**src/rtl/calc_method_pkg.sv**
```systemverilog
// Purpose: shared method codes, FSM state type and code-stepping helper for the
//          calculation-method selector and the display stage.
// Contents: METHOD_* codes, NUM_METHODS, METHOD_W, state_e, method_step().
package calc_method_pkg;

  localparam int unsigned METHOD_W    = 3;
  localparam int unsigned NUM_METHODS = 5;

  localparam logic [METHOD_W-1:0] METHOD_T = METHOD_W'(0);
  localparam logic [METHOD_W-1:0] METHOD_A = METHOD_W'(1);
  localparam logic [METHOD_W-1:0] METHOD_C = METHOD_W'(2);
  localparam logic [METHOD_W-1:0] METHOD_B = METHOD_W'(3);
  localparam logic [METHOD_W-1:0] METHOD_J = METHOD_W'(4);

  typedef enum logic [1:0] {
    IDLE    = 2'd0,
    BROWSE  = 2'd1,
    PENDING = 2'd2
  } state_e;

  // Step a method code by one position, wrapping J <-> T.
  function automatic logic [METHOD_W-1:0] method_step(input logic [METHOD_W-1:0] code,
                                                      input logic                up);
    if (up) begin
      return (code == METHOD_J) ? METHOD_T : code + METHOD_W'(1);
    end
    return (code == METHOD_T) ? METHOD_J : code - METHOD_W'(1);
  endfunction

endpackage

```
**src/rtl/button_debounce.sv**
```systemverilog
// Purpose: synchronize, debounce and edge-detect one raw push-button.
// Ports:
//   clk, rst  - clock, synchronous active-high reset
//   btn_raw   - asynchronous raw button level
//   level     - debounced button level
//   press     - one-cycle pulse on a debounced rising edge
module button_debounce #(
  parameter int unsigned DEBOUNCE_CYCLES = 1_000_000
) (
  input  logic clk,
  input  logic rst,
  input  logic btn_raw,
  output logic level,
  output logic press
);

  localparam int unsigned CNT_W = (DEBOUNCE_CYCLES > 1) ? $clog2(DEBOUNCE_CYCLES) : 1;

  logic             sync1_q, sync2_q;
  logic             level_q, level_d;
  logic             level_dly_q;
  logic             press_q;
  logic             armed_q, armed_d;
  logic [1:0]       fill_q;
  logic [CNT_W-1:0] cnt_q, cnt_d;

  // Stability counter: level follows the synchronized input only after it has
  // disagreed for DEBOUNCE_CYCLES consecutive cycles; any agreement restarts it.
  always_comb begin
    cnt_d   = '0;
    level_d = level_q;
    if (sync2_q != level_q) begin
      if (cnt_q == CNT_W'(DEBOUNCE_CYCLES - 1)) begin
        level_d = sync2_q;
      end else begin
        cnt_d = cnt_q + CNT_W'(1);
      end
    end
  end

  // Presses are only reported once the button has been seen released after
  // reset, so a button held through reset release settles high silently.
  assign armed_d = armed_q | (fill_q[1] & ~sync2_q & ~level_q);

  always_ff @(posedge clk) begin
    if (rst) begin
      sync1_q     <= 1'b0;
      sync2_q     <= 1'b0;
      cnt_q       <= '0;
      level_q     <= 1'b0;
      level_dly_q <= 1'b0;
      press_q     <= 1'b0;
      armed_q     <= 1'b0;
      fill_q      <= 2'b00;
    end else begin
      sync1_q     <= btn_raw;
      sync2_q     <= sync1_q;
      cnt_q       <= cnt_d;
      level_q     <= level_d;
      level_dly_q <= level_q;
      press_q     <= level_q & ~level_dly_q & armed_q;
      armed_q     <= armed_d;
      fill_q      <= {fill_q[0], 1'b1};
    end
  end

  assign level = level_q;
  assign press = press_q;

endmodule

```
**src/rtl/calc_method_select.sv**
```systemverilog
// Purpose: operator method selector; debounces next/prev/confirm buttons, steps
//          the method code and hands a confirmed method over with valid/ack.
// Ports:
//   clk, rst                          - clock, synchronous active-high reset
//   btn_next, btn_prev, btn_confirm   - raw asynchronous buttons
//   sel_enable                        - top controller is in selection mode
//   method_ack                        - controller accepted the confirmed method
//   method_sel                        - current method code (to display stage)
//   method_valid                      - confirmed method held on method_sel
//   browsing                          - high while browsing (selection LED)
module calc_method_select
  import calc_method_pkg::*;
#(
  parameter int unsigned DEBOUNCE_CYCLES = 1_000_000
) (
  input  logic                clk,
  input  logic                rst,
  input  logic                btn_next,
  input  logic                btn_prev,
  input  logic                btn_confirm,
  input  logic                sel_enable,
  input  logic                method_ack,
  output logic [METHOD_W-1:0] method_sel,
  output logic                method_valid,
  output logic                browsing
);

  logic [2:0]          unused_levels;
  logic                press_next, press_prev, press_confirm;
  state_e              state_q, state_d;
  logic [METHOD_W-1:0] sel_q, sel_d;
  logic                valid_q, valid_d;
  logic                browsing_q, browsing_d;

  // Debouncers run in every state; presses outside BROWSE are simply ignored.
  button_debounce #(.DEBOUNCE_CYCLES(DEBOUNCE_CYCLES)) u_db_next (
    .clk(clk), .rst(rst), .btn_raw(btn_next), .level(unused_levels[0]), .press(press_next)
  );
  button_debounce #(.DEBOUNCE_CYCLES(DEBOUNCE_CYCLES)) u_db_prev (
    .clk(clk), .rst(rst), .btn_raw(btn_prev), .level(unused_levels[1]), .press(press_prev)
  );
  button_debounce #(.DEBOUNCE_CYCLES(DEBOUNCE_CYCLES)) u_db_confirm (
    .clk(clk), .rst(rst), .btn_raw(btn_confirm), .level(unused_levels[2]), .press(press_confirm)
  );

  // Next-state and output logic. Priority in BROWSE: leaving selection mode,
  // then confirm (freezing the pre-step code), then a single-direction step.
  always_comb begin
    state_d = state_q;
    sel_d   = sel_q;
    valid_d = valid_q;
    unique case (state_q)
      IDLE: begin
        if (sel_enable) state_d = BROWSE;
      end
      BROWSE: begin
        if (!sel_enable) begin
          state_d = IDLE;
        end else if (press_confirm) begin
          state_d = PENDING;
          valid_d = 1'b1;
        end else if (press_next ^ press_prev) begin
          sel_d = method_step(sel_q, press_next);
        end
      end
      PENDING: begin
        if (method_ack) begin
          valid_d = 1'b0;
          state_d = sel_enable ? BROWSE : IDLE;
        end
      end
      default: begin
        state_d = IDLE;
        valid_d = 1'b0;
      end
    endcase
    // Recover from an out-of-range code left by an upset.
    if (sel_q > METHOD_W'(NUM_METHODS - 1)) sel_d = METHOD_T;
    browsing_d = (state_d == BROWSE);
  end

  always_ff @(posedge clk) begin
    if (rst) begin
      state_q    <= IDLE;
      sel_q      <= METHOD_T;
      valid_q    <= 1'b0;
      browsing_q <= 1'b0;
    end else begin
      state_q    <= state_d;
      sel_q      <= sel_d;
      valid_q    <= valid_d;
      browsing_q <= browsing_d;
    end
  end

  assign method_sel   = sel_q;
  assign method_valid = valid_q;
  assign browsing     = browsing_q;

endmodule
```
**config.mk**
```make
export PLATFORM = sky130hd
export DESIGN_NAME = calc_method_select
export DESIGN_NICKNAME = d
export VERILOG_FILES = /design/src/rtl/calc_method_pkg.sv /design/src/rtl/button_debounce.sv /design/src/rtl/calc_method_select.sv
export SDC_FILE = /design/constraint.sdc
export NUM_CORES = 1
export LEC_CHECK = 0
export CORE_AREA = 3 3 91 93
export CTS_CLUSTER_SIZE = 20
export DETAILED_ROUTE_END_ITERATION = 12
export DIE_AREA = 0 0 94 96
export GPL_TIMING_DRIVEN = 0
export PLACE_DENSITY = 0.66
export SYNTH_ARGS = -nofsm -noshare
export SYNTH_HDL_FRONTEND = slang
export SYNTH_SLANG_ARGS = --single-unit
```
**constraint.sdc**
```tcl
create_clock -name clk -period 3.8 [get_ports clk]
set_input_delay 0.57 -clock clk [delete_from_list [all_inputs] [get_ports clk]]
set_output_delay 0.57 -clock clk [all_outputs]
set_load 0.01 [all_outputs]
```
# ---- Word level (Yosys, flattened, before mapping)
# Index checks and enable logic that the tools add are counted.
dict set report op_classes {
  n_addsub 5
  eq_ne 13
  n_reduce_logical 11
  bitwise_logic 30
  mux 22
  n_lt_le_gt_ge 1
}
# cell n
set op_table {}
lappend op_table {{$add 20x1->20 const B} 3}
lappend op_table {{$eq 20x20->1 const B} 3}
lappend op_table {{$not 1->1} 14}
lappend op_table {{$and 1x1->1} 12}
lappend op_table {{$mux 1} 12}
lappend op_table {{$mux 3} 4}
lappend op_table {{$reduce_or 3->1} 3}
lappend op_table {{$mux 2} 4}
lappend op_table {{$reduce_and 4->1} 2}
lappend op_table {{$pmux 2 s3} 1}
lappend op_table {{$reduce_and 2->1} 3}
lappend op_table {{$eq 2x1->1 const B} 2}
lappend op_table {{$ne 2x2->1 const B} 2}
lappend op_table {{$add 3x1->3 const B} 1}
lappend op_table {{$eq 3x3->1 const B} 1}
lappend op_table {{$gt 3x3->1 const B} 1}
lappend op_table {{$logic_not 3->1} 1}
lappend op_table {{$ne 1x1->1} 3}
lappend op_table {{$or 1x1->1} 3}
lappend op_table {{$pmux 1 s3} 1}
lappend op_table {{$sub 3x1->3 const B} 1}
lappend op_table {{$eq 2x2->1 const B} 1}
lappend op_table {{$logic_not 2->1} 1}
lappend op_table {{$ne 2x1->1 const B} 1}
lappend op_table {{2 further kinds} 2}
dict set report word_totals {
  ff_bits 91
  input_bits 7
  word_cells 113
  out_inout_bits 5
}

# ---- Depth between registers and ports, before layout
# Gate-level depths: netlist of run 1.
dict set report logic_depth {
  depth_word 6
  mapped_depth 7
  depth_no_buf 7
}

# ---- Cells and area by module
# A second synthesis of run 1 with hierarchy kept.
dict set report unflattened {
  hier_cells 430
  hier_area_um2 3921.3
}
# mod instances seq_area_each_um2 cells_per_inst area_per_inst_um2
set by_module_without_submodules {}
lappend by_module_without_submodules {button_debounce 3 560.5 126 1152.4}
lappend by_module_without_submodules {calc_method_select 1 140.1 52 464.2}

# ---- Worst setup path before layout of run 1
# OpenSTA, ideal clock, no wires.
dict set report synth_timing {
  kind {reg-to-reg}
  startpoint {register u_db_confirm.cnt_q[11]}
  endpoint {register u_db_confirm.cnt_q[2]}
  path_buffers 1
  arrival_time_ps 1834
  required_ps 3683
  path_stages_with_launch 6
  setup_slack_ps 1848
  cell_sequence {dfxtp_1 > or4b_2 > or4_1 > o211ai_1 > buf_2 > nor2_1}
}
dict set report synth_via {
  elab_chain_len 2
}
# item line_no
set synth_rtl {}
lappend synth_rtl {{start, declared} button_debounce.sv:25} ;# logic [CNT_W-1:0] cnt_q, cnt_d;
lappend synth_rtl {{start signal, assigned} button_debounce.sv:58} ;# cnt_q <= cnt_d;
lappend synth_rtl {{$eq 20x20->1} button_debounce.sv:33} ;# if (cnt_q == CNT_W'(DEBOUNCE_CYCLES - 1)) begin
lappend synth_rtl {{$reduce_or 3->1 (no line)} -}
# Every way passes these cells.
# A chain may end at the register's enable or synchronous reset.

# ---- Final worst setup path of run 1
dict set report layout_timing {
  startpoint {register u_db_next.cnt_q[0]}
  endpoint {register u_db_next.cnt_q[18]}
}
dict set report layout_via {
  elab_chain_len 2
  elab_cells_between_ends 3
  classes_between {add/sub: 1; eq/ne: 1; reduce/logical: 1}
}
# item line_no
set layout_rtl {}
lappend layout_rtl {{start, declared} button_debounce.sv:25}
lappend layout_rtl {{start signal, assigned} button_debounce.sv:58}
lappend layout_rtl {{parallel branches: the longest is 2 deep, another holds $add 20x1->20} -}
# Several ways; the timed one is not identified.

==> results.md, run 1 <==
- Status: finished, final reports clean
- First-pass detailed-route iteration total: 4
- Metal-1 WL: 3.24 mm
- Overall die width: 94 um
- Final worst setup slack: 1.59 ns
- Startpoint types: flip-flop
- Initial Utilization: 49.3%
- First-pass GRT wire length: 11.6 mm
- CTS buffer count: 9
- Finished Layout Cells: 555
- WHS: 0.443 ns
- Post-synthesis sequential area ratio: 46.4%
- Setup WS pre-CTS: 1.51 ns
- Port Buffers: 11
- Skew-Pair Late Insertion Delay: 0.35 ns
- Min Tclk post-route: 2.21 ns
- Hold Crit Depth: 1
- Top sig layer: met4
- Fin area: 4250 um2
- Total track usage: 15.9%
- Area Growth Syn to Fin: 13.4%
- Met2 WL: 3.14 mm
- Drt total wl: 6.62 mm
- #FFs+latches synth: 87
- Crit Path Max Fanout: 8
- Max-cap check violation count: 0
- GRT overflow: 0
- DPL Wire Length: 4.68 mm
- Post-synth top flop: dfxtp_1
- Vias/cell: 5.38
- Final-report setup violation count: 0
- Number of post-CTS setup repair buffers: 0
- DP Area: 3990 um2
- Final Util: 55.9%
- Max Buffers Root-to-Sink: 2
- Crit Path Class: reg2reg
- CP required: 4.08 ns
- Syn Nets: 441
- Synth Area in Compound Gates: 10.4%
- Largest net degree at the start of global routing: 15
- DIE HEIGHT: 96 um
- Worst r2r path cells: 6
- Largest family of logic cells by synthesized area: simple AND/OR/NAND/NOR gates
- Critical path startpoint: u_db_next.cnt_q[0]
- Synth Area in Adders: 2.67%
- CTS Hold Buffers Added: 0
- TritonCTS clock tree: built
- Mapped Cells: 426
- Initial DRC count: 99
- Worst Clk Skew: 0.0109 ns
- Drt wl/cell: 11.9 um
- Syn. warnings: 0
- Critical R2R Launch: u_db_next.cnt_q[0]
- DR DRC count: 0
- Total core area: 7610 um2
- Antenna cells: 0
- Final net count: 463
- DR vias: 2987
- Netlist cell types: 43
- Post-synth ARST share: 0%
- DP Cell Count: 539
- RD Place Congestion: 0.859
- PwrDens: 416 nW/um2
- Fin. Hold Viols: 0
- Clk slew on worst S/H paths: 0.08 ns
- Min-delay src: u_db_confirm.fill_q[0]
- Final ANT Viol Nets: 0
- Final slew viol count: 0
- Simple-Gate Fraction of Synth Area: 27.0%
- Crit end category: flip-flop
- Post-CTS sizing: 0
- Post-synth EDFFs: 0
- Avg Cell Area, Syn: 8.80 um2
- Worst Tran Pin Value: 0.759 ns
- Synth Cell Area: 3750 um2
- Worst EP arrival: 2.49 ns
- Max IR drop VDD: 0.000240 V
- Metal3 WL: 205 um
- Achievable frequency: 0.452 GHz
- Power, Total: 1.77 mW
- Final worst-path cycle share: 58.2%
- H-Tree Depth: 3
- Fill cells: 695
- Clock Sinks: 87
- Ports: 12
- Leakage power: 1.38 nW
- Die area: 9020 um2
- Post-synthesis xor/xnor area fraction: 8.41%
- Initial antenna violation count: 0
- Worst slew margin: 49.0%
- RSZ-0062 raised after global routing: no
- Multiplexer share of the synthesized area: 0.801%
- Layout cell share with drive strength beyond 1: 6.40%
- Vias in the first global route: 2684
- Worst hold path type: reg2reg
- Row Count: 32
- Root Buffer: clkbuf_8
- Final setup TNS: 0 ns
[cells by family after synthesis]
logic type / after synthesis
fa+ha+maj: 8
simple gates: 185
compound gates: 66
flops: 87
xor+xnor: 36
buf+inv: 41
mux: 3
[where the power goes]
part | total, mW | switching, mW | internal, mW | leakage (nW)
Sequential | 0.924 | 0.00522 | 0.919 | 0.704
Combinational | 0.0304 | 0.0166 | 0.0138 | 0.545
Clock | 0.813 | 0.320 | 0.493 | 0.133
[flip-flops by register name, indices dropped and copies added (netlist names), 2 cells and up]
register and count:
u_db_confirm.cnt_q 20, u_db_next.cnt_q 20, u_db_prev.cnt_q 20, method_sel 3, state_q 2
[layer usage]
layer	GRT usage (%)	vias up
met5	0	-
li1	-	1533
met2	26.6	35
met4	4.45	0
met1	19.9	1414
met3	4.69	5
[worst max-delay path, stage by stage, from the launching register on]
cell and delay [ns]:
dfxtp_1 0.46, ha_1 0.33, inv_1 0.10, or4_1 0.53, clkbuf_1 0.18, or4_1 0.41, a21oi_1 0.14
[placed cells by master, fill, tap and decap left out, types with 12 or more instances in the layout]
cell type,synthesis,layout
inv_1,26,26
dfxtp_1,87,87
o21ai_0,19,19
a21oi_1,27,27
nand3_1,23,23
or4_1,17,17
clkbuf_8,0,12
nand2_1,19,19
xnor2_1,20,20
nor2_1,55,55
or3_1,14,14
xor2_1,16,16
[cells in the mapped netlist (3+ instances only)]
cell	instances	area, um2
xnor2_1	20	175
o31ai_1	8	60.1
or3_1	14	87.6
nor3_1	7	35.0
ha_1	8	100
inv_1	26	97.6
nand2_1	19	71.3
and3b_1	3	26.3
mux2i_1	3	30.0
nor4_1	5	31.3
nand3_1	23	115
clkbuf_1	9	33.8
and3_1	3	18.8
or4_1	17	128
o21ai_0	19	95.1
dfxtp_1	87	1740
nand4_1	11	68.8
nor2b_1	11	68.8
a21oi_1	27	135
nor2_1	55	206
xor2_1	16	140
buf_2	6	30.0
[final cells by class]
cell class                 instances  area, um2  area share [%]
buffer                            15       63.8            1.50
clock buffer                      12        165            3.88
clock inverter                     4       98.8            2.32
inverter                          26       97.6            2.30
multi-input combinational        298       1850            43.4
sequential                        87       1740            41.0
tap                              102        128            3.00
timing repair buffer              11        110            2.59
[worst paths after layout]
| check | slack [ns] | endpoint |
|---|---|---|
| worst min-delay path | 0.44 | u_db_next.fill_q[1] |
| worst max-delay path | 1.59 | u_db_next.cnt_q[18] |
| worst min register to register | 0.44 | u_db_next.fill_q[1] |
| worst max register to register | 1.59 | u_db_next.cnt_q[18] |
(Power assumes the default switching activity.)
==> inputs of run 2 (changes only) <==
--- a/config.mk
+++ b/config.mk
@@ -10,7 +10,7 @@
 export DETAILED_ROUTE_END_ITERATION = 12
 export DIE_AREA = 0 0 94 96
 export GPL_TIMING_DRIVEN = 0
-export PLACE_DENSITY = 0.66
+export PLACE_DENSITY = 0.68
 export SYNTH_ARGS = -nofsm -noshare
 export SYNTH_HDL_FRONTEND = slang
 export SYNTH_SLANG_ARGS = --single-unit
==> constraint.sdc (replaced) <==
create_clock -name clk -period 2 [get_ports clk]
set_input_delay 0.3 -clock clk [delete_from_list [all_inputs] [get_ports clk]]
set_output_delay 0.3 -clock clk [all_outputs]
set_load 0.01 [all_outputs]
==> results.md, run 2 (synthesized netlist as in run 1, its figures left out) <==
- Worst slew margin: 60.3%
- Final worst-path cycle share: 108%
- RD Place Congestion: 0.857
- CP required: 2.24 ns
- Drt total wl: 7.53 mm
- Final slew viol count: 0
- Failing checks: negative setup slack
- Most common cell after layout, fill and taps aside: dfxtp_1
- Skew-Pair Late Insertion Delay: 0.35 ns
- Total track usage: 17.8%
- Largest net degree at the start of global routing: 15
- First-pass detailed-route iteration total: 4
- Crit Path Max Fanout: 5
- Area Growth Syn to Fin: 23.2%
- Final-report setup violation count: 35
- Top flop regs: u_db_confirm.cnt_q: 20 flops, u_db_next.cnt_q: 20 flops, u_db_prev.cnt_q: 20 flops
- Layout cell share with drive strength beyond 1: 23.0%
- PwrDens: 728 nW/um2
- Initial antenna violation count: 0
- CTS buffer count: 9
- GRT overflow: 0
- Clk slew on worst S/H paths: 0.09 ns
- DPL Wire Length: 4.67 mm
- Final setup TNS: -2.91 ns
- Crit Path Class: reg2reg
- Logic pwr share: 2.3%
- Crit end category: flip-flop
- Leakage power: 1.51 nW
- Vias/cell: 5.27
- Sw frac: 20.3%
- Final worst setup slack: -0.152 ns
- Fin area: 4620 um2
- DP Area: 3990 um2
- Total core area: 7610 um2
- Fin. Hold Viols: 0
- H-Tree Depth: 3
- Final net count: 480
- Clock share of power: 45.5%
- Clock Sinks: 87
- Root Buffer: clkbuf_8
- Internal power: 2.68 mW
- CTS Hold Buffers Added: 0
- Initial Utilization: 49.3%
- Most frequent cells in the layout: 69 x dfxtp_1, 39 x nor2_1, 26 x inv_1
- Final ANT Viol Nets: 0
- Port Buffers: 11
- First-pass GRT wire length: 12.8 mm
- Worst hold path type: reg2reg
- Worst Clk Skew: 0.00633 ns
- RSZ-0062 raised after global routing: yes
- Status: complete, but fails checks
- Reg area: 1770 um2
- Max-cap check violation count: 0
- Row Count: 32
- Max IR drop VDD: 0.000468 V
- WHS: 0.442 ns
- Sequential fraction of design power: 52.2%
- TritonCTS clock tree: built
- Vias in the first global route: 2831
- Achievable frequency: 0.465 GHz
- DR DRC count: 0
- Footprint of the multi-input gates: 2010 um2
- Worst Tran Pin Value: 0.590 ns
- Fill cells: 652
- Min Tclk post-route: 2.15 ns
- Worst EP arrival: 2.39 ns
- Startpoint types: flip-flop
- Drt wl/cell: 13.2 um
- Max Buffers Root-to-Sink: 2
- DIE HEIGHT: 96 um
- Antenna cells: 0
- Die area: 9020 um2
- NetSw: 0.682 mW
- Initial DRC count: 94
- Setup WS pre-CTS: -0.310 ns
- DR vias: 3016
- Overall die width: 94 um
- Ports: 12
==> run 2: what timing repair did <==
item | in CTS | in global routing
gates resized for setup | 49 | 37
hold endpoints to repair | 0 | 0
endpoints found under the setup margin | 54 | 49
pin swaps | 15 | 15
setup buffers | 11 | 5
gates cloned | 4 | 0
==> run 2: layer usage <==
metal  global-route usage [%]  vias to the layer above  share of wire (%)
li1                         -                     1572                  -
met5                        0                        -                  0
met3                     4.22                       13                2.6
met4                     5.78                        0                1.5
met1                     22.4                     1398                 48
met2                     29.9                       33                 48
==> run 2: critical path, stage by stage, from the launching register on <==
cell and delay (ns):
dfxtp_2 0.33, or4b_4 0.52, or4_4 0.54, o211ai_1 0.26, buf_4 0.21, buf_6 0.14
a21oi_2 0.03
==> run 2: area by class of cell <==
type / instances / area share [%]
well taps: 102 / 2.76
inverters: 26 / 2.11
multi-input cells: 298 / 43.5
plain buffers: 12 / 1.79
clock buffers: 11 / 3.28
flip-flops and latches: 87 / 38.3
repair buffers: 31 / 5.96
clock inverters: 5 / 2.25
==> run 2: final timing paths <==
path / from / end / slack (ns) / cells after the start
setup / recovery: u_db_confirm.cnt_q[11] / u_db_confirm.cnt_q[12] / -0.15 / 6
hold reg to reg: method_valid / method_valid / 0.44 / 2
hold / removal: method_valid / method_valid / 0.44 / 2
setup reg to reg: u_db_confirm.cnt_q[11] / u_db_confirm.cnt_q[12] / -0.15 / 6
==> run 2: through the flow <==
step | instances | power (mW) | util (%)
global placement | 539 | 1.85 | 52.4
finish | 572 | 3.36 | 60.7
floorplan | 426 | 1.83 | -
CTS | 569 | 3.38 | 58.9
detailed placement | 539 | 1.86 | 52.4
global route | 572 | 3.46 | 60.7
==> run 2: power by group through the flow <==
| stage | clock network [mW] | registers, mW | logic [mW] |
|---|---|---|---|
| after floorplan | 0 | 1.80 | 0.0322 |
| after global placement | 0 | 1.80 | 0.0583 |
| after detailed placement | 0 | 1.80 | 0.0594 |
| after CTS | 1.55 | 1.76 | 0.0709 |
| after global routing | 1.62 | 1.76 | 0.0854 |
| final | 1.53 | 1.75 | 0.0778 |
==> inputs of run 3 (changes only) <==
--- a/config.mk
+++ b/config.mk
@@ -5,12 +5,14 @@
 export SDC_FILE = /design/constraint.sdc
 export NUM_CORES = 1
 export LEC_CHECK = 0
-export CORE_AREA = 3 3 91 93
+export CORE_AREA = 2 2 90 92
+export CTS_BUF_LIST = sky130_fd_sc_hd__clkbuf_4
 export CTS_CLUSTER_SIZE = 20
 export DETAILED_ROUTE_END_ITERATION = 12
-export DIE_AREA = 0 0 94 96
+export DIE_AREA = 0 0 92 94
 export GPL_TIMING_DRIVEN = 0
 export PLACE_DENSITY = 0.68
 export SYNTH_ARGS = -nofsm -noshare
 export SYNTH_HDL_FRONTEND = slang
 export SYNTH_SLANG_ARGS = --single-unit
+export TNS_END_PERCENT = 1
==> results.md, run 3 (synthesized netlist as in run 1, its figures left out) <==
- Internal power: 2.28 mW
- RD Place Congestion: 0.801
- Drt total wl: 6.72 mm
- Sequential fraction of design power: 61.0%
- DR vias: 2950
- Total track usage: 17.2%
- Crit end category: flip-flop
- First-pass detailed-route iteration total: 4
- Setup WS pre-CTS: -0.209 ns
- First-pass GRT wire length: 12.0 mm
- Final ANT Viol Nets: 0
- Worst slew margin: 63.4%
- Min Tclk post-route: 2.04 ns
- Critical R2R Launch: u_db_confirm.cnt_q[13]
- WHS Endpoint: u_db_next.sync1_q
- Vias in the first global route: 2808
- Most common cell after layout, fill and taps aside: dfxtp_1
- Final worst-path cycle share: 102%
- Initial DRC count: 91
- Fin. Hold Viols: 0
- DPL Wire Length: 4.67 mm
- Antenna cells: 0
- Clock share of power: 36.7%
- Worst R2R Setup Slack: -0.04 ns
- Final Util: 56.8%
- Crit-path cells: or4_1 > or4_4 > o211ai_1 > buf_4 > buf_6 > a21oi_1
- Final-report setup violation count: 20
- H-Tree Depth: 3
- Worst Tran Pin Value: 0.543 ns
- RSZ-0062 raised after global routing: yes
- Worst Clk Skew: 0.0175 ns
- Die area: 8650 um2
- Largest net degree at the start of global routing: 14
- Overall die width: 92 um
- Crit Path Max Fanout: 5
- PwrDens: 665 nW/um2
- TritonCTS clock tree: built
- DR DRC count: 0
- Hold Crit Depth: 2
- Fill cells: 694
- Worst hold path type: in2reg
- Layout cell share with drive strength beyond 1: 14.0%
- Final slew viol count: 0
- Top flop regs: u_db_confirm.cnt_q: 20 flops, u_db_next.cnt_q: 20 flops, u_db_prev.cnt_q: 20 flops
- Total core area: 7610 um2
- GRT overflow: 0
- Most frequent cells in the layout: 67 x dfxtp_1, 55 x nor2_1, 27 x a21oi_1
- Clock Sinks: 87
- Worst path buffer plus inverter count: 2
- Min-delay src: btn_next
- Area Growth Syn to Fin: 15.1%
- Status: complete, but fails checks
- Vias/cell: 5.28
- Max Buffers Root-to-Sink: 2
- CTS buffer count: 9
- Ports: 12
- Startpoint types: flip-flop
- Row Count: 32
- Sw frac: 20.6%
- Critical Path Max Stage Delay: 0.53 ns
- Initial Utilization: 49.3%
- Worst EP arrival: 2.35 ns
- Root Buffer: clkbuf_4
- Final net count: 469
- Skew-Pair Late Insertion Delay: 0.43 ns
- Port Buffers: 11
- Family with the most delay on the worst path: simple AND/OR/NAND/NOR gates
- Max IR drop VDD: 0.000293 V
- CP required: 2.31 ns
- Reg2reg end: u_db_confirm.cnt_q[19]
- Worst r2r path cells: 6
- Drt wl/cell: 12.0 um
- NetSw: 0.593 mW
- Max-cap check violation count: 0
- Achievable frequency: 0.490 GHz
- Final worst setup slack: -0.0419 ns
- Failing checks: negative setup slack
- DIE HEIGHT: 94 um
- Critical-path top delay cell: or4_4
- Leakage power: 1.39 nW
- Initial antenna violation count: 0
- DP Cell Count: 539
- Logic pwr share: 2.3%
- Crit Path Class: reg2reg
- Power, Total: 2.87 mW
- Finished Layout Cells: 559
- Crit. path cell count: 6
- Clk slew on worst S/H paths: 0.12 ns
==> run 3: how the worst max path moves through the flow <==
| stage | start | endpoint | slack [ns] |
|---|---|---|---|
| floorplan | u_db_confirm.cnt_q[11] | u_db_confirm.cnt_q[2] | 0.05 |
| global placement | u_db_prev.cnt_q[7] | u_db_prev.cnt_q[5] | -0.17 |
| detailed placement | u_db_prev.cnt_q[7] | u_db_prev.cnt_q[11] | -0.21 |
| CTS | u_db_confirm.cnt_q[12] | u_db_confirm.cnt_q[18] | -0.04 |
| global route | u_db_confirm.cnt_q[13] | u_db_confirm.cnt_q[3] | -0.11 |
| finish | u_db_confirm.cnt_q[13] | u_db_confirm.cnt_q[19] | -0.04 |
==> run 3: final cells by class <==
class / instances / area (um2) / share of cell area, %
multi-input combinational: 298 / 1920 / 44.4
sequential: 87 / 1780 / 41.2
timing repair buffer: 18 / 170 / 3.94
tap: 102 / 128 / 2.96
inverter: 26 / 97.6 / 2.26
buffer: 14 / 80.1 / 1.85
clock buffer: 10 / 75.1 / 1.74
clock inverter: 4 / 72.6 / 1.68
==> run 3: through the flow <==
stage | TNS (ns) | hold slack, ns | instance area (um2)
after floorplan | 0 | 0.388 | 3750
after global placement | -5.45 | 0.418 | 3990
after detailed placement | -6.33 | 0.426 | 3990
after CTS | -0.513 | 0.426 | 4270
after global routing | -3.06 | 0.423 | 4320
final | -0.551 | 0.448 | 4320
==> run 3: power by group through the flow <==
stage	logic, mW	clock network [mW]	registers, mW
after CTS	0.0666	1.09	1.76
after global placement	0.0580	0	1.80
after global routing	0.0743	1.17	1.76
final	0.0655	1.06	1.75
after detailed placement	0.0591	0	1.80
after floorplan	0.0322	0	1.80
==> run 3: timing repair <==
action | CTS | global route
hold buffers | 0 | 0
endpoints found under the setup margin | 54 | 56
setup buffers | 3 | 2
cloned | 2 | 0
resized for setup | 34 | 18
pin swaps | 11 | 4
==> run 3: worst register-to-register path, cell delays in order (launching register included) <==
cell and delay, ns:
dfxtp_2 0.36, or4_1 0.50, or4_4 0.53, o211ai_1 0.19, buf_4 0.19, buf_6 0.13
a21oi_1 0.04
==> run 3: routing by layer <==
layer / GRT usage, % / share of wire, % / vias up
met5: 0 / 0 / -
met4: 8.33 / 2.0 / 0
met3: 2.97 / 2.0 / 11
met2: 28.6 / 47 / 23
met1: 21.7 / 49 / 1363
li1: - / - / 1553
==> RTL change 1 (config.mk and constraints of run 2) <==
`DEBOUNCE_CYCLES` is set to 1_000_000 in 2 places; all go to 500_000.
--- a/src/rtl/button_debounce.sv
+++ b/src/rtl/button_debounce.sv
@@ -5,7 +5,7 @@
 //   level     - debounced button level
 //   press     - one-cycle pulse on a debounced rising edge
 module button_debounce #(
-  parameter int unsigned DEBOUNCE_CYCLES = 1_000_000
+  parameter int unsigned DEBOUNCE_CYCLES = 500_000
 ) (
   input  logic clk,
   input  logic rst,
--- a/src/rtl/calc_method_select.sv
+++ b/src/rtl/calc_method_select.sv
@@ -11,7 +11,7 @@
 module calc_method_select
   import calc_method_pkg::*;
 #(
-  parameter int unsigned DEBOUNCE_CYCLES = 1_000_000
+  parameter int unsigned DEBOUNCE_CYCLES = 500_000
 ) (
   input  logic                clk,
   input  logic                rst,
Behaviour: no difference found for any inputs over 10 cycles, from zero or initial values and one cycle with rst high; that may be too few to reach the edited logic, so the function may still have changed.
==> RTL change 1 against run 2 <==
Worst hold slack worse by 0.0028 ns. First-iteration DRC count is 3.2% higher. Cell area is 9.5% lower. Non-clock buffer count is 16 lower. Sequential cell count is 3 lower. Combinational power is 22% lower. Via count is 5.4% lower. Final cell count is 4.5% lower. Clock skew is 0.0040 ns higher. Setup slack better by 0.30 ns. Routed wire length is 12% lower. Synthesized area is 1.5% lower. Power is 12% lower. Clock power is 22% lower. Largest power group unchanged.
==> RTL change 1: results (changes against run 2) <==
global-route wire length before repair 11.6 mm (was 12.8 mm); Clock transition at path regs 0.08 ns; P_leak 1.33 nW (was 1.51 nW); critical path peak fanout 6 (was 5); status complete, no violations (was finished, violations left); placed insts 528 (was 539); dpl hpwl 4.66 mm (was 4.67 mm); complex-gate fraction of the synthesized area 4.50% (was 10.4%); Post-Synth Adder-Cell Area 2.71% (was 2.67%); top cells by count, synth dfxtp_1 (84), nor2_1 (68), xnor2_1 (27) (was dfxtp_1 (87), nor2_1 (55), a21oi_1 (27)); ant diodes 0 (unchanged); Synth area leaders dfxtp_1 (46%), nor2_1 (6.9%), xnor2_1 (6.4%) (was dfxtp_1 (46%), nor2_1 (5.5%), xnor2_1 (4.7%)); RR Endpoint u_db_prev.level (was u_db_confirm.cnt_q[12]); initial antenna violation count 0 (unchanged); vias 2853 (was 3016); clk_skew 0.0103 ns (was 0.00633 ns); drt via density 5.23 (was 5.27); R2R cell count 6 (unchanged); Critical Path Max Stage Delay 0.42 ns (was 0.54 ns); Hold Path Depth 1 (was 2); Synth Area in XOR/XNOR 11.1% (was 8.41%); area post-placement 0.00393 mm² (was 0.00399 mm²); Syn Nets 430 (was 441); Regs by FF count u_db_confirm.cnt_q x19, u_db_next.cnt_q x19, u_db_prev.cnt_q x19 (was u_db_confirm.cnt_q x20, u_db_next.cnt_q x20, u_db_prev.cnt_q x20); vias in the first global route 2609 (was 2831); Worst Setup SP u_db_prev.cnt_q[1] (was u_db_confirm.cnt_q[11]); Worst Path Arrival 2.10 ns (was 2.39 ns); Cell variety after synth 42 (was 43); worst vdd ir 321 µV (was 468 µV); fill count 701 (was 652); total track usage 15.8% (was 17.8%); Hold/Removal Path Class register to register (unchanged); initial drt markers 97 (was 94); Worst slew margin 63.2% (was 60.3%); r2r setup slk 0.14 ns (was -0.15 ns); drt wl/cell 12.2 µm (was 13.2 µm); sequential-to-total area share from yosys stat 45.5% (was 46.4%); share of cells above drive strength 1 8.78% (was 23.0%); family with the most delay on the worst path simple AND/OR/NAND/NOR gates (unchanged); mux contribution to synthesized area 2.54% (was 0.801%); largest net degree at the start of global routing 16 (was 15); average size of a mapped cell 8.90 µm² (was 8.80 µm²); RePlAce Congestion 0.853 (was 0.857); Max stage delay cell, worst path dfxtp_1 (was or4_4); async set or reset register ratio after synthesis 0% (unchanged); Net count, final 454 (was 480); hold_sp u_db_next.sync1_q (was method_valid); Min-Delay Endpoint u_db_next.sync2_q (was method_valid)
-- RTL change 1: cell count changes after synthesis, sizes merged, moves of 7 or more --
cell          run 2  this run
a21oi            28        12
or4              18         3
nor2             55        68
or3              14         1
inv              26        14
o21ai            20         8
nand4            12        23
nor4              5        13
o31ai             8         1
xnor2            20        27
-- RTL change 1: report_power, final --
part | total, mW | switching (mW) | internal [mW]
sequential | 1.70 | 0.00994 | 1.69
combinational | 0.0608 | 0.0316 | 0.0292
clock | 1.20 | 0.620 | 0.581
-- RTL change 1: repair_timing --
| action | CTS | global route |
|---|---|---|
| pin swaps | 0 | 1 |
| endpoints found under the setup margin | 10 | 23 |
| hold buffers | 0 | 0 |
| buffers inserted | 0 | 2 |
| resized for setup | 2 | 7 |
-- RTL change 1: final cells by class --
type	instances	area [µm²]	area share, %
multi-input cells	302	1930	46.1
flip-flops and latches	84	1680	40.3
well taps	102	128	3.05
repair buffers	13	125	2.99
clock buffers	9	124	2.96
clock inverters	7	75.1	1.80
plain buffers	14	62.6	1.50
inverters	15	56.3	1.35
-- RTL change 1: per-stage QoR --
stage / utilization [%] / hold slack, ns / power (mW) / setup slack, ns
floorplan: - / 0.388 / 1.77 / 0.241
global placement: 51.7 / 0.420 / 1.79 / -0.0940
detailed placement: 51.7 / 0.424 / 1.80 / -0.139
CTS: 54.5 / 0.439 / 3.00 / 0.0305
global route: 54.9 / 0.460 / 3.09 / 0.00618
finish: 54.9 / 0.439 / 2.96 / 0.144
-- RTL change 1: metal layers --
metal / up-vias / global-route usage (%) / share of wire, %
met5: - / 0 / 0
met2: 53 / 24.7 / 45
li1: 1484 / - / -
met4: 0 / 7.22 / 1.5
met3: 10 / 2.97 / 3.5
met1: 1306 / 21.3 / 50
==> RTL change 2 (flow settings as in run 2) <==
Without the edit above. Encoding of `state_e`: now one-hot (3 bits for 3 states).
--- a/src/rtl/calc_method_pkg.sv
+++ b/src/rtl/calc_method_pkg.sv
@@ -12,10 +12,10 @@
   localparam logic [METHOD_W-1:0] METHOD_B = METHOD_W'(3);
   localparam logic [METHOD_W-1:0] METHOD_J = METHOD_W'(4);
 
-  typedef enum logic [1:0] {
-    IDLE    = 2'd0,
-    BROWSE  = 2'd1,
-    PENDING = 2'd2
+  typedef enum logic [2:0] {
+    IDLE    = 3'b001,
+    BROWSE  = 3'b010,
+    PENDING = 3'b100
   } state_e;
 
   // Step a method code by one position, wrapping J <-> T.
Behaviour: same outputs for any inputs over 10 cycles, from zero or initial values and one cycle with rst high; not proved beyond that.
==> RTL change 2 against run 2 <==
Global-route usage fell by 1.5 points. Synthesized cell count rose by 0.94%. Sequential cell count up 1. Routed wire length shrank 8.6%. First-iteration DRC count down 31%. Count of clock-buffer cells in the layout fell by 1. Maximum frequency rose by 22%. Power down 8.5%. Synthesized area is 2.6% higher. Setup slack better by 0.39 ns. Combinational power down 3.3%. Cell area shrank 7.3%. Critical path type unchanged. Largest cell class unchanged. Highest routed layer unchanged.
==> RTL change 2: results (changes against run 2) <==
total track usage 16.3% (was 17.8%); status complete, no violations (was finished, violations left); Top FF cell, synth dfxtp_1 (unchanged); ant diodes 0 (unchanged); worst skew pair latency 0.35 ns (about the same); initial drt markers 65 (was 94); Synth Instances 430 (was 426); global-route wire length before repair 11.9 mm (was 12.8 mm); dpl hpwl 4.82 mm (was 4.67 mm); Hold/Removal Path Class register to register (unchanged); initial antenna violation count 0 (unchanged); share of cells above drive strength 1 7.24% (was 23.0%); Worst Path Arrival 2.04 ns (was 2.39 ns); Max stage delay cell, worst path or4_1 (was or4_4); critical path peak fanout 8 (was 5); DRT Pass-1 Iters 4 (unchanged); final-report max-slew violation count 0 (unchanged); complex-gate fraction of the synthesized area 8.94% (was 10.4%); Worst slew margin 64.5% (was 60.3%); clk root buf clkbuf_8 (unchanged); IO Port Bufs 11 (unchanged); setup TNS 0 ns (was -2.91 ns); crit path to u_db_prev.cnt_q[19] (was u_db_confirm.cnt_q[12]); P_leak 1.36 nW (was 1.51 nW); vias in the first global route 2692 (was 2831); total CTS buffers 9 (unchanged); RePlAce Congestion 0.820 (was 0.857); non-filler instance count after layout 558 (was 572); M1 GR Usage 20.9% (was 22.4%); Syn Nets 443 (was 441); Critical Path Max Stage Delay 0.50 ns (was 0.54 ns); met2 usage 26.7% (was 29.9%); Worst Setup SP u_db_prev.cnt_q[6] (was u_db_confirm.cnt_q[11]); mux contribution to synthesized area 0.260% (was 0.801%); drt via density 5.42 (was 5.27); Synth Area in XOR/XNOR 10.2% (was 8.41%); Place WS 0.0696 ns (was -0.310 ns); Regs by FF count u_db_confirm.cnt_q x20, u_db_next.cnt_q x20, u_db_prev.cnt_q x20 (unchanged); H-tree depth 3 (unchanged); R2R cell count 4 (was 6); Synth area leaders dfxtp_1 (46%), xor2_1 (6.6%), nor2_1 (5.7%) (was dfxtp_1 (46%), nor2_1 (5.5%), xnor2_1 (4.7%)); clk_skew 0.00816 ns (was 0.00633 ns); Cell variety after synth 43 (unchanged); clock buffer depth 2 (unchanged); Reg-to-Reg Start u_db_prev.cnt_q[6] (was u_db_confirm.cnt_q[11]); Clock transition at path regs 0.08 ns; Ys Warns 0 (unchanged); setup ws final 0.238 ns (was -0.152 ns); drt wl/cell 12.3 µm (was 13.2 µm); largest net degree at the start of global routing 15 (unchanged); top cells by count, synth dfxtp_1 (88), nor2_1 (58), xor2_1 (29) (was dfxtp_1 (87), nor2_1 (55), a21oi_1 (27)); placed insts 543 (was 539); Net count, final 465 (was 480); worst vdd ir 327 µV (was 468 µV); M3 GR Usage 3.52% (was 4.22%); sequential-to-total area share from yosys stat 45.8% (was 46.4%); async set or reset register ratio after synthesis 0% (unchanged); Post-Synth Adder-Cell Area 1.95% (was 2.67%)
[RTL change 2: layout make-up]
class                           count  area [µm²]
Fill cell                         711        3320
Multi-Input combinational cell    312        1960
Sequential cell                    88        1760
Clock buffer                       10         138
Tap cell                          102         128
Timing Repair Buffer               11         110
Buffer                             13        68.8
Inverter                           17        63.8
Clock inverter                      5        56.3
[RTL change 2: worst max-delay path: cells and delay by family, from the launching register on]
kind / cells / cell delay (ns)
flip-flops: 1 / 0.47
AND/OR/NAND/NOR: 3 / 1.06
AO/OA/AOI/OAI: 1 / 0.16
[RTL change 2: power breakdown]
part	switching (mW)	leakage (nW)	internal (mW)
Clock	0.617	0.0985	0.605
Sequential	0.0105	0.712	1.77
Combinational	0.0410	0.551	0.0342
[RTL change 2: how the worst min path moves through the flow]
stage,startpoint,to,slack [ns],cells after the start
after CTS,u_db_prev.cnt_q[0],u_db_prev.cnt_q[0],0.44,1
after global placement,u_db_prev.sync1_q,u_db_prev.sync2_q,0.42,1
after global routing,u_db_confirm.sync1_q,u_db_confirm.sync2_q,0.46,1
after floorplan,rst,u_db_prev.level_dly_q,0.38,1
final,u_db_prev.cnt_q[0],u_db_prev.cnt_q[0],0.44,1
after detailed placement,u_db_confirm.sync1_q,u_db_confirm.sync2_q,0.42,1
[RTL change 2: cells by family (layout without fill, tap and decap cells)]
| kind of cell | count (synthesis) | count (layout) |
|---|---|---|
| muxes | 1 | 1 |
| buffers and inverters | 30 | 56 |
| xor gates and xnor gates | 45 | 45 |
| AOI/OAI and AO/OA | 59 | 59 |
| adders and majority gates | 6 | 6 |
| DFF | 88 | 88 |
| and+or+nand+nor | 201 | 201 |
[RTL change 2: metal layers]
metal | share of wire [%] | wire length [µm]
met4 | 1.4 | 96
met1 | 50 | 3460
met5 | 0 | 0
met2 | 45 | 3120
met3 | 2.8 | 194
[RTL change 2: stage by stage]
stage | instance area, µm² | power (mW)
after floorplan | 3850 | 1.86
after global placement | 4090 | 1.89
after detailed placement | 4090 | 1.90
after CTS | 4280 | 3.12
after global routing | 4280 | 3.19
final | 4280 | 3.08
[RTL change 2: timing repair]
action	4_1_cts	5_1_grt
endpoints found under the setup margin	0	20
setup buffers	0	0
gates resized for setup	0	4
